--- config.mk ---
export PLATFORM = sky130hd
export DESIGN_NAME = serial_comparator
export DESIGN_NICKNAME = d
export VERILOG_FILES = /design/src/rtl/serial_comparator.sv
export SDC_FILE = /design/constraint.sdc
export NUM_CORES = 1
export LEC_CHECK = 0
export BUFFER_PORTS_ARGS = -buffer_cell sky130_fd_sc_hd__buf_2
export CORE_MARGIN = 1
export CORE_UTILIZATION = 53
export CTS_CLUSTER_DIAMETER = 200
export DETAILED_ROUTE_END_ITERATION = 8
export PLACE_DENSITY = 0.83
export SYNTH_ARGS = -nofsm -noshare
export SYNTH_HDL_FRONTEND = slang
export SYNTH_SLANG_ARGS = --single-unit
export TNS_END_PERCENT = 5
--- constraint.sdc ---
create_clock -name clock -period 2.6 [get_ports clock]
set_input_delay 0.52 -clock clock [delete_from_list [all_inputs] [get_ports clock]]
set_output_delay 0.52 -clock clock [all_outputs]
set_load 0.05 [all_outputs]
--- src/rtl/serial_comparator.sv ---
// serial_comparator: MSB-first bit-serial magnitude compare with early exit and start/busy/done handshake
// Ports: clock, reset_n (sync, active-low); start, a, b sampled when ready (IDLE/DONE);
//        busy high during COMPARE; done one-cycle pulse; gt/eq/lt one-hot result held until next start
module serial_comparator #(
    parameter int WIDTH  = 8,
    parameter bit SIGNED = 1'b0
) (
    input  logic             clock,
    input  logic             reset_n,
    input  logic             start,
    input  logic [WIDTH-1:0] a,
    input  logic [WIDTH-1:0] b,
    output logic             busy,
    output logic             done,
    output logic             gt,
    output logic             eq,
    output logic             lt
);
    localparam int IW = $clog2(WIDTH);
    localparam logic [IW-1:0] TOP = IW'(WIDTH - 1);
    typedef enum logic [1:0] {IDLE, COMPARE, DONE} state_t;
    state_t state, state_nx;
    logic [WIDTH-1:0] ra, rb, ra_nx, rb_nx;
    logic [IW-1:0] idx, idx_nx;
    logic [2:0] res, res_nx;
    logic diff, flip;
    always_comb begin
        state_nx = state;
        ra_nx    = ra;
        rb_nx    = rb;
        idx_nx   = idx;
        res_nx   = res;
        diff     = ra[idx] ^ rb[idx];
        // the sign bit carries inverted weight in two's complement
        flip     = SIGNED && (idx == TOP);
        if (state != COMPARE && start) begin
            ra_nx    = a;
            rb_nx    = b;
            idx_nx   = TOP;
            res_nx   = 3'b000;
            state_nx = COMPARE;
        end else if (state == COMPARE) begin
            if (diff) begin
                res_nx   = (ra[idx] ^ flip) ? 3'b100 : 3'b001;
                state_nx = DONE;
            end else if (idx == '0) begin
                res_nx   = 3'b010;
                state_nx = DONE;
            end else begin
                idx_nx = idx - 1'b1;
            end
        end else if (state == DONE) begin
            state_nx = IDLE;
        end
    end
    always_ff @(posedge clock) begin
        if (!reset_n) begin
            state <= IDLE;
            ra    <= '0;
            rb    <= '0;
            idx   <= TOP;
            res   <= 3'b000;
            busy  <= 1'b0;
            done  <= 1'b0;
        end else begin
            state <= state_nx;
            ra    <= ra_nx;
            rb    <= rb_nx;
            idx   <= idx_nx;
            res   <= res_nx;
            busy  <= (state_nx == COMPARE);
            done  <= (state_nx == DONE);
        end
    end
    assign {gt, eq, lt} = res;
endmodule

==> impl_metrics.env, run 1 <==
export IMPL_critical_path_class="flop to flop"
export IMPL_die_y_um=50.4
export IMPL_maxCapViolations=0
export IMPL_grt_overflow_total=0
export IMPL_rsz0062_at_grt="false"
export IMPL_fin_worst_skew_ps=4.10
export IMPL_die_w_um=50.4
export IMPL_htree_levels=1
export IMPL_status="complete, no violations"
export IMPL_avgRoutedWirePerCell_um=13.9
export IMPL_gp_congestion=0.780
export IMPL_syn_inst=130
export IMPL_grt_pass1_wl_um=3970
export IMPL_setup_tns_ps=0
export IMPL_first_pass_iters=4
export IMPL_end_kind="flop"
export IMPL_grtUsageTotal_pct=21.3
export IMPL_crit_start="idx[0]"
export IMPL_drive_gt1_share_pct=24.1
export IMPL_final_util_pct=62.0
export IMPL_cts_hold_buf=0
export IMPL_reg2reg_depth=6
export IMPL_worstPathArrival_ps=2650
export IMPL_die_area_mm2=0.00254
export IMPL_pwr_share_comb_pct=16.5
export IMPL_clockRootBuffer="clkbuf_4"
export IMPL_area_delta_synth_final_pct=10.5
export IMPL_critPathRequiredTime_ps=2880
export IMPL_grt_pass1_vias=905
export IMPL_drc=0
export IMPL_worstMarginPinSlew_ps=782
export IMPL_clock_latency_ps=330
export IMPL_routed_wl_um=2400
export IMPL_num_rows=17
export IMPL_final_common_cell="dfxtp_1"
export IMPL_initial_core_util_pct=56.2
export IMPL_ys_ff_latch=26
export IMPL_core_area_mm2=0.00221
export IMPL_report_final_slew_viol_count=0
export IMPL_cts_setup_buffers=0
export IMPL_diodes=0
export IMPL_antenna_found_initial=0
export IMPL_crit_path_start_kind="flop"
export IMPL_ys_seq_area_share_pct=41.9
export IMPL_period_minus_slack_ps=2370
export IMPL_p_int_mw=0.559
export IMPL_vdd_drop_max_mv=0.413
export IMPL_clk_pin_slew_ps=140
export IMPL_fin_nets=169
export IMPL_fin_crit_sh_pct=91.3
export IMPL_p_per_area_mw_per_mm2=559
export IMPL_ys_types=26
export IMPL_hold_path_class="primary input to flop"
export IMPL_cts_path_max_buffers=2
export IMPL_endpoint="res[1]"
export IMPL_reg2reg_slack_ps=230
export IMPL_power_leakage_nw=0.598
export IMPL_synthesis_area_mm2=0.00124
export IMPL_dpl_hpwl_um=1680
export IMPL_via_per_inst=5.86
export IMPL_setup_viol=0
export IMPL_pwr_share_clk_pct=26.7
export IMPL_yosys_warnings=0
export IMPL_cts_inserted_buffers=3
export IMPL_vias=1013
export IMPL_worstReg2RegStart="idx[0]"
export IMPL_synth_nets=153
export IMPL_numClockSinks=26
export IMPL_port_buffers=23
export IMPL_post_cts_resized=0
export IMPL_r2r_end="res[1]"
export IMPL_path_max_fanout=9
export IMPL_cts_tree="built"
export IMPL_avgSynthCellArea_um2=9.56
export IMPL_final_cell_mix="dfxtp_1, buf_2, o21ai_0, nand3_1, a21boi_1"
export IMPL_num_io_pins=24
export IMPL_slew_headroom_pct=47.9
export IMPL_p_seq_share_pct=56.8
export IMPL_drt_iter0_markers=22
export IMPL_grt_max_degree=28
export IMPL_switching_share_pct=27.2
export IMPL_power_switching_mw=0.208
export IMPL_ant_nets=0
export IMPL_hold_violations=0
export IMPL_fmax_mhz=421
[power by group through the flow]
stage	Clock (mW)	Sequential [mW]	Combinational, mW
2_1_floorplan	0	0.448	0.0919
3_3_place_gp	0	0.443	0.122
3_5_place_dp	0	0.444	0.127
4_1_cts	0.208	0.436	0.127
5_1_grt	0.218	0.439	0.140
6_report	0.205	0.435	0.127
[per-layer routing]
metal	vias up	wire length, um	global-route usage [%]
met4	0	49	11.6
met1	479	1080	25.8
met3	4	80	4.24
li1	508	-	-
met2	22	1190	35.1
met5	-	0	0
[area by class of cell]
type | count | area [um^2]
Fill cell | 205 | 840
Multi-Input combinational cell | 86 | 639
Timing Repair Buffer | 24 | 123
Sequential cell | 26 | 520
Tap cell | 28 | 35.0
Inverter | 5 | 18.8
Clock buffer | 4 | 36.3
[worst min path at each step]
stage                     depth (start not counted)  slack [ps]    end  start
final                                             3         420  ra[1]   a[1]
after global routing                              3         430  ra[1]   a[1]
after CTS                                         3         420  ra[1]   a[1]
after detailed placement                          2         470  ra[1]  ra[1]
after global placement                            2         460  ra[4]  ra[4]
after floorplan                                   2         450  ra[2]  ra[2]
[cell usage after synthesis, drive strengths merged]
cell type   n  area [um^2]
a31oi       2         12.5
a21boi     17          128
nor2        1         3.75
ha          4         50.1
o21ai      20          100
and3        1         6.26
nand3      17         85.1
o211ai      4         30.0
buf         7         41.3
a41oi       1         8.76
dfxtp      26          521
and2        1         6.26
o221a       1         11.3
nand2b      2         12.5
inv         5         18.8
nor2b       1         6.26
nand2       1         3.75
a21oi       1         8.76
mux2i       4         40.0
mux4        4         90.1
a311oi      1         8.76
and4        3         27.5
clkbuf      6         22.5
[kinds of logic after synthesis]
family	share of synthesized area (%)
AO/OA/AOI/OAI	24.8
AND/OR/NAND/NOR	12.2
flip-flops	41.9
buffers and inverters	6.65
multiplexers	10.5
adder cells (fa/ha/maj)	4.03
[flip-flops by register name, summed over array words and instances (netlist names)]
signal / flops
ra: 8
busy: 1
idx: 3
done: 1
state: 2
res: 3
rb: 8
[critical path, stage by stage, from the launching register on]
cell and delay, ps:
dfxtp_1 540, mux4_2 540, mux2i_1 210, inv_1 80, ha_1 390, a21oi_2 320
o221a_2 240
[through the flow]
stage                     setup slack, ps  hold WS [ps]  instance area [um^2]  std cells  total power, mW
after floorplan                       470           449                  1240        130            0.540
after global placement                358           464                  1340        169            0.565
after detailed placement              242           470                  1340        169            0.571
after CTS                             202           420                  1370        173            0.771
after global routing                 43.5           432                  1370        173            0.797
final                                 227           422                  1370        173            0.767
(Power assumes the default switching activity.)
==> run 2: changes to the inputs <==
- clock period: 2.6 -> 2.7 ns (I/O delays scaled with it)
==> run 2 against run 1 <==
Via count is 1.2% lower. Design area is the same. Utilization stayed put. Critical path depth stayed put. Final cell count is the same. First-iteration DRC count decreased by 32%. Flip-flop and latch count did not move. Clock skew about the same. Register-to-register slack improved by 120 ps. Total power is 3.0% lower.
==> impl_metrics.env, run 2 (synthesis results as in run 1) <==
export IMPL_fillers=201
export IMPL_vdd_drop_max_mv=0.433
export IMPL_cts_inserted_buffers=3
export IMPL_core_area_mm2=0.00221
export IMPL_report_final_slew_viol_count=0
export IMPL_critPathRequiredTime_ps=2990
export IMPL_grtUsageTotal_pct=21.8
export IMPL_port_buffers=23
export IMPL_fin_crit_sh_pct=87.3
export IMPL_die_area_mm2=0.00254
export IMPL_fin_nets=169
export IMPL_drive_gt1_share_pct=24.1
export IMPL_via_per_inst=5.79
export IMPL_diodes=0
export IMPL_drc=0
export IMPL_critPathMaxStageDelay_ps=540
export IMPL_cts_setup_buffers=0
export IMPL_reg2reg_depth=6
export IMPL_die_w_um=50.4
export IMPL_dpl_hpwl_um=1650
export IMPL_maxCapViolations=0
export IMPL_final_common_cell="dfxtp_1"
export IMPL_clk_pin_slew_ps=140
export IMPL_fmax_mhz=424
export IMPL_ff_latch_area_um2=520
export IMPL_path_max_fanout=9
export IMPL_final_cell_mix="dfxtp_1, buf_2, o21ai_0, nand3_1, a21boi_1"
export IMPL_antenna_found_initial=0
export IMPL_cts_tree="built"
export IMPL_clock_latency_ps=330
export IMPL_first_pass_iters=4
export IMPL_period_minus_slack_ps=2360
export IMPL_gp_congestion=0.780
export IMPL_cts_hold_buf=0
export IMPL_crit_path_start_kind="flop"
export IMPL_cp_top_family="multiplexers"
export IMPL_grt_pass1_vias=892
export IMPL_top_regs="ra: 8 flops, rb: 8 flops"
export IMPL_setup_tns_ps=0
export IMPL_worstMarginPinSlew_ps=765
export IMPL_vias=1001
export IMPL_rsz0062_at_grt="false"
export IMPL_status="complete, no violations"
export IMPL_end_kind="flop"
export IMPL_place_area_mm2=0.00134
export IMPL_routed_wl_um=2450
export IMPL_num_io_pins=24
export IMPL_whs_ps=432
export IMPL_setup_viol=0
export IMPL_multi_input_area_um2=639
export IMPL_num_rows=17
export IMPL_p_per_area_mw_per_mm2=542
export IMPL_cp_slowest_cell="dfxtp_1"
export IMPL_critical_path_class="flop to flop"
export IMPL_hold_path_class="primary input to flop"
export IMPL_htree_levels=1
export IMPL_path_cells="mux4_2 > mux2i_1 > inv_1 > ha_1 > a21oi_2 > o221a_2"
export IMPL_grt_pass1_wl_um=4070
export IMPL_power_leakage_nw=0.598
export IMPL_post_cts_resized=0
export IMPL_crit_start="idx[0]"
export IMPL_worstReg2RegStart="idx[0]"
export IMPL_cp_num_cells=6
export IMPL_hold_violations=0
export IMPL_endpoint="res[1]"
export IMPL_cts_path_max_buffers=2
export IMPL_initial_core_util_pct=56.2
export IMPL_clockRootBuffer="clkbuf_4"
export IMPL_r2r_end="res[1]"
export IMPL_slew_headroom_pct=49.0
export IMPL_fin_worst_skew_ps=4.20
export IMPL_dp_cells=169
export IMPL_area_delta_synth_final_pct=10.5
export IMPL_ant_nets=0
export IMPL_grt_max_degree=28
export IMPL_drt_iter0_markers=15
export IMPL_worstPathArrival_ps=2650
export IMPL_die_y_um=50.4
export IMPL_reg2reg_slack_ps=340
export IMPL_fin_cells=173
export IMPL_cp_buffers_inverters=1
export IMPL_numClockSinks=26
export IMPL_grt_overflow_total=0
export IMPL_fin_area_mm2=0.00137
export IMPL_avgRoutedWirePerCell_um=14.2
run 2: cell counts in the layout (fill, tap and decap cells not counted):
Identical to the previous run, type by type.
run 2: worst min path at each step:
stage / from / endpoint / cells past startpoint / slack [ps]
2_1_floorplan: ra[2] / ra[2] / 2 / 450
6_report: a[1] / ra[1] / 3 / 430
4_1_cts: b[1] / rb[1] / 3 / 430
3_3_place_gp: ra[4] / ra[4] / 2 / 460
5_1_grt: a[1] / ra[1] / 3 / 440
3_5_place_dp: rb[6] / rb[6] / 2 / 470
run 2: report_power, final:
part	internal [mW]	total [mW]	switching, mW
sequential	0.406	0.419	0.0138
clock	0.0828	0.202	0.120
combinational	0.0499	0.122	0.0722
run 2: routing by layer:
| metal | vias up | track usage (%) | wire [um] |
|---|---|---|---|
| met1 | 464 | 27.9 | 1190 |
| li1 | 507 | - | - |
| met2 | 25 | 33.3 | 1110 |
| met3 | 5 | 4.55 | 97 |
| met5 | - | 0 | 0 |
| met4 | 0 | 13.9 | 49 |
run 2: through the flow:
step | util, % | setup WS [ps] | power, mW
finish | 62.0 | 342 | 0.744
global placement | 60.4 | 458 | 0.544
CTS | 62.0 | 339 | 0.749
detailed placement | 60.4 | 327 | 0.550
floorplan | - | 570 | 0.520
global route | 62.0 | 167 | 0.773
run 2: area by class of cell:
class | count | area share, %
flip-flops and latches | 26 | 37.9
well taps | 28 | 2.55
inverters | 5 | 1.37
repair buffers | 24 | 8.93
multi-input cells | 86 | 46.6
clock buffers | 4 | 2.64
run 2: worst reg2reg max path, stage by stage (launching register included):
cell	delay, ps
dfxtp_1	540
mux4_2	540
mux2i_1	200
inv_1	70
ha_1	390
a21oi_2	330
o221a_2	250
